$ cat config.mk
export PLATFORM = sky130hd
export DESIGN_NAME = addsub_seq
export DESIGN_NICKNAME = d
export VERILOG_FILES = /design/src/rtl/addsub_pkg.sv /design/src/rtl/addsub_digit.sv /design/src/rtl/addsub_seq.sv
export SDC_FILE = /design/constraint.sdc
export NUM_CORES = 1
export LEC_CHECK = 0
export BUFFER_PORTS_ARGS = -buffer_cell sky130_fd_sc_hd__buf_2
export CAP_MARGIN = 5
export CORE_MARGIN = 2
export CORE_UTILIZATION = 45
export CTS_BUF_LIST = sky130_fd_sc_hd__clkbuf_8
export DETAILED_ROUTE_END_ITERATION = 6
export PLACE_DENSITY = 0.68
export SLEW_MARGIN = 40
export SYNTH_ARGS = -nofsm -noshare
export SYNTH_HDL_FRONTEND = slang
export SYNTH_SLANG_ARGS = --single-unit
$ cat constraint.sdc
create_clock -name clk -period 1.8 [get_ports clk]
set_input_delay 0.36 -clock clk [delete_from_list [all_inputs] [get_ports clk]]
set_output_delay 0.36 -clock clk [all_outputs]
set_load 0.05 [all_outputs]
$ cat src/rtl/addsub_pkg.sv
// Shared types and helpers for the sequential add/sub unit.
// FSM state encoding and counter sizing.
package addsub_pkg;

  typedef enum logic [1:0] {
    IDLE = 2'd0,
    RUN  = 2'd1,
    DONE = 2'd2
  } state_t;

  function automatic int cnt_w(input int n);
    return $clog2(n) + 1;
  endfunction

endpackage

$ cat src/rtl/addsub_digit.sv
// Combinational DIGIT-bit ripple slice.
// Exposes the carry into the slice MSB for overflow detection.
module addsub_digit #(
  parameter int DIGIT = 1
) (
  input  logic [DIGIT-1:0] a,
  input  logic [DIGIT-1:0] b,
  input  logic             cin,
  output logic [DIGIT-1:0] sum,
  output logic             cout,
  output logic             c_msb_in
);

  logic [DIGIT:0] c;

  always_comb begin
    c    = '0;
    sum  = '0;
    c[0] = cin;
    for (int i = 0; i < DIGIT; i++) begin
      sum[i]   = a[i] ^ b[i] ^ c[i];
      c[i+1]   = (a[i] & b[i]) | (c[i] & (a[i] ^ b[i]));
    end
  end

  assign cout     = c[DIGIT];
  assign c_msb_in = c[DIGIT-1];

endmodule

$ cat src/rtl/addsub_seq.sv
// Multi-cycle adder/subtractor, DIGIT bits per cycle, LSB digit first.
// Start/busy/done handshake with carry, overflow and zero flags.
module addsub_seq
  import addsub_pkg::*;
#(
  parameter int WIDTH = 8,
  parameter int DIGIT = 1
) (
  input  logic             clk,
  input  logic             rst,
  input  logic             start,
  input  logic             sub,
  input  logic [WIDTH-1:0] a,
  input  logic [WIDTH-1:0] b,
  output logic             busy,
  output logic             done,
  output logic [WIDTH-1:0] result,
  output logic             cout,
  output logic             ovf,
  output logic             zero
);

  localparam int N  = WIDTH / DIGIT;
  localparam int CW = cnt_w(N);

  state_t state, nxt;

  logic [WIDTH-1:0] a_sr, b_sr, res;
  logic             carry;
  logic [CW-1:0]    cnt;
  logic             cout_q, ovf_q, zero_q;

  logic             load, step, last;
  logic [DIGIT-1:0] dsum;
  logic             dcout, dcmsb;
  logic [WIDTH+DIGIT-1:0] cat;
  logic [WIDTH-1:0] res_nxt;

  addsub_digit #(.DIGIT(DIGIT)) u_digit (
    .a        (a_sr[DIGIT-1:0]),
    .b        (b_sr[DIGIT-1:0]),
    .cin      (carry),
    .sum      (dsum),
    .cout     (dcout),
    .c_msb_in (dcmsb)
  );

  // Sum digits enter from the MSB side so the LSB digit lands at bit 0.
  assign cat     = {dsum, res};
  assign res_nxt = cat[WIDTH+DIGIT-1:DIGIT];
  assign last    = (cnt == CW'(N - 1));

  always_ff @(posedge clk or posedge rst) begin
    if (rst) state <= IDLE;
    else     state <= nxt;
  end

  always_comb begin
    nxt  = state;
    load = 1'b0;
    step = 1'b0;
    unique case (state)
      IDLE: begin
        if (start) begin
          nxt  = RUN;
          load = 1'b1;
        end
      end
      RUN: begin
        step = 1'b1;
        if (last) nxt = DONE;
      end
      DONE: begin
        if (start) begin
          nxt  = RUN;
          load = 1'b1;
        end else begin
          nxt = IDLE;
        end
      end
      default: nxt = IDLE;
    endcase
  end

  always_ff @(posedge clk or posedge rst) begin
    if (rst) begin
      a_sr   <= '0;
      b_sr   <= '0;
      res    <= '0;
      carry  <= 1'b0;
      cnt    <= '0;
      cout_q <= 1'b0;
      ovf_q  <= 1'b0;
      zero_q <= 1'b1;
    end else if (load) begin
      a_sr  <= a;
      b_sr  <= sub ? ~b : b;
      carry <= sub;
      cnt   <= '0;
    end else if (step) begin
      a_sr  <= a_sr >> DIGIT;
      b_sr  <= b_sr >> DIGIT;
      res   <= res_nxt;
      carry <= dcout;
      cnt   <= cnt + CW'(1);
      if (last) begin
        cout_q <= dcout;
        ovf_q  <= dcmsb ^ dcout;
        zero_q <= (res_nxt == '0);
      end
    end
  end

  assign busy   = (state == RUN);
  assign done   = (state == DONE);
  assign result = res;
  assign cout   = cout_q;
  assign ovf    = ovf_q;
  assign zero   = zero_q;

endmodule
==> impl_metrics.yaml <==
clock_tree:
  cts.path.max_buffers: 2
  root_buffer: "clkbuf_8"
  postCtsSetupBuffers: 0
  hold_buffers: 0
  clk-insertion-delay-late_ns: 0.28
  cts_tree: "yes"
  cts_htree_levels: 2
  cts.repair.resized: 0
  clock_sinks: 34
  cts_inserted_buffers: 5
  path_clk_slew_ns: 0.07
timing:
  max_slew_margin_pct: 66.96
  skew_ns: 0.001170
  timing.final.crit_share_pct: 92.02
  grt_setup_unrepaired: "no"
  max_freq_mhz: 603.7
  slew_violations: 0
  finalCriticalPeriod_ns: 1.656
  timing.setup.tns_ns: 0
  tightest_slew_ns: 0.4951
  setup_viol: 0
  hold_violations: 0
setup_path:
  cpPeakStageDelay_ns: 0.38
  critPathLaunchType: "flip-flop"
  critPathBufInv: 2
  r2r_cells: 5
  worst-setup-path-type: "flip-flop to primary output"
  worstPathMaxFanout: 15
  crit_family: "buffers and inverters"
  cp_cell_sequence: "nand2b_1 -> inv_4 -> clkbuf_4"
  cp-end-kind: "primary output"
  slowest_stage: "dfrtp_1"
  worstPathArrival_ns: 1.30
  worstPathRequired_ns: 1.44
  path_depth: 3
hold_path:
  hold_path_class: "input port to async pin"
global_route:
  gr-total-overflow: 0
  track_usage_pct: 18.81
  grt_max_degree: 24
  grt_pass1_vias: 1276
  antenna_found_initial: 0
  grt_pass1_wl_um: 5685
floorplanning:
  die_w_um: 62.72
  num_rows: 21
  chipHeight_um: 62.72
  core_area_sq_um: 3311
  initial_core_util_pct: 46.86
  die_area_sq_um: 3933
  io_pins: 33
placement:
  gp_congestion: 0.7377
  placed_area_sq_um: 1768
  io_buffers: 32
  hpwl_um: 2258
logic_synthesis:
  ys_seq_elements: 34
  syn_area_sq_um: 1551
  synth_edf_count: 0
  async_flop_share_pct: 100.0
  avgSynthCellArea_sq_um: 10.01
  yosysWarnings: 0
  yosys.cell_types.count: 33
  syn_inst: 155
  yosysSeqAreaShare_pct: 54.92
  syn_nets: 177
  synth-main-ff-cell: "dfrtp_1"
routing:
  route.detailed.wl_per_inst_um: 13.06
  vias_per_cell: 5.135
  dr_wl_met3_um: 152
  vias: 1217
  wl_met2_um: 1607
  wl_um: 3096
  top_layer: "met4"
  detail-route-antenna-nets: 0
  drtIter0Drc: 69
  first_pass_iters: 4
  met1_length_um: 1290
  drc: 0
outcome:
  status: "complete, no violations"
finish:
  areaGrowthSynthToFinish_pct: 20.16
  diodes: 0
  fin_nets: 212
  post-route-cell-area_sq_um: 1864
  drive_gt1_share_pct: 26.18
power:
  p_leak_nw: 0.9173
  ir_drop_mv: 0.6637
  power_density_nw_per_um2: 1970
job:
  maxCapViolCount: 0
[state kept, by name, summed over array words and instances (netlist names)]
signal and count:
result 8, cnt 4, cout 1, zero 1, carry 1, a_sr 8, b_sr 8, ovf 1
state 2
[metrics by stage]
step           power, mW  std cells  setup slack [ns]  util (%)  hold WS, ns
6_report           3.673        237            0.1436     56.31      0.08860
4_1_cts            3.692        237           0.03583     56.16       0.1038
5_1_grt            3.975        237           0.05425     56.31       0.1233
3_3_place_gp       3.046        229            0.3479     53.40       0.3968
2_1_floorplan      2.732        155            0.3575         -       0.4673
3_5_place_dp       3.117        229            0.3124     53.40       0.4094
[layout make-up]
cell class | count | area (sq um)
inverters | 3 | 13.76
well taps | 46 | 57.56
flip-flops and latches | 34 | 852.1
clock inverters | 2 | 8.758
clock buffers | 6 | 82.58
repair buffers | 38 | 220.2
multi-input cells | 108 | 629.4
fillers | 307 | 1446
[cells in the mapped netlist (2+ instances only)]
| library cell | number | area share (%) |
|---|---|---|
| a221o_1 | 4 | 2.6 |
| a31oi_1 | 4 | 1.6 |
| nor2_1 | 12 | 2.9 |
| a22o_1 | 2 | 1.1 |
| mux2i_1 | 3 | 1.9 |
| nor4_1 | 2 | 0.81 |
| nor2b_1 | 2 | 0.81 |
| nand2_1 | 42 | 10 |
| buf_2 | 5 | 1.6 |
| dfrtp_1 | 33 | 53 |
| o22ai_1 | 4 | 1.6 |
| nor3_1 | 4 | 1.3 |
| inv_1 | 2 | 0.48 |
| nand2b_1 | 2 | 0.81 |
| mux2_1 | 2 | 1.5 |
| xnor2_1 | 4 | 2.3 |
| a22oi_1 | 3 | 1.5 |
| xor2_1 | 5 | 2.8 |
| clkbuf_1 | 2 | 0.48 |
| nand3_1 | 4 | 1.3 |
| buf_4 | 2 | 0.97 |
[worst reg2reg max path: stages, from the launching register on]
cell      delay [ns]
dfrtp_1         0.40
nand2b_1        0.15
buf_4           0.23
buf_4           0.20
mux2_2          0.34
mux2i_1         0.12
[layer usage]
metal | vias to the layer above | global-route usage, %
li1 | 589 | -
met1 | 591 | 21.74
met2 | 30 | 31.18
met3 | 7 | 6.126
met4 | 0 | 9.722
met5 | - | 0
[worst paths after layout]
| kind | startpoint | endpoint | slack [ns] |
|---|---|---|---|
| worst max-delay path | state[1] | busy | 0.14 |
| worst min register to register | zero | zero | 0.48 |
| worst min-delay path | rst | result[4] | 0.09 |
| min in group clk | a[1] | a_sr[1] | 0.29 |
| worst max register to register | state[0] | cnt[2] | 0.29 |
| max in group asynchronous | rst | a_sr[2] | 1.22 |
[kinds of logic (layout without fill, tap and decap cells)]
group                      Yosys count  after routing  synth area share (%)
and+or+nand+nor                     71             71                 19.92
DFF                                 34             34                 54.92
adders and majority gates            2              2                 2.097
muxes                                6              6                 4.113
AOI/OAI and AO/OA                   20             20                 9.354
xor gates and xnor gates             9              9                 5.080
buffers and inverters               13             49                 4.516
[report_power, final]
| part | internal (mW) | leakage, nW | total (mW) | switching (mW) |
|---|---|---|---|---|
| Sequential | 1.12 | 0.420 | 1.38 | 0.258 |
| Clock | 0.302 | 0.0524 | 0.568 | 0.266 |
| Combinational | 0.600 | 0.445 | 1.72 | 1.12 |
| Total | 2.03 | 0.917 | 3.67 | 1.65 |
[cell usage in the layout, fill, tap and decap left out, types with 4 or more instances in the layout]
| cell | count |
|---|---|
| nand3_1 | 4 |
| dfrtp_1 | 33 |
| nand2_1 | 42 |
| nor3_1 | 4 |
| buf_2 | 31 |
| buf_4 | 5 |
| xnor2_1 | 4 |
| o22ai_1 | 4 |
| xor2_1 | 5 |
| a221o_1 | 4 |
| nor2_1 | 12 |
| a31oi_1 | 4 |
| clkbuf_8 | 6 |
(Power assumes the default switching activity.)
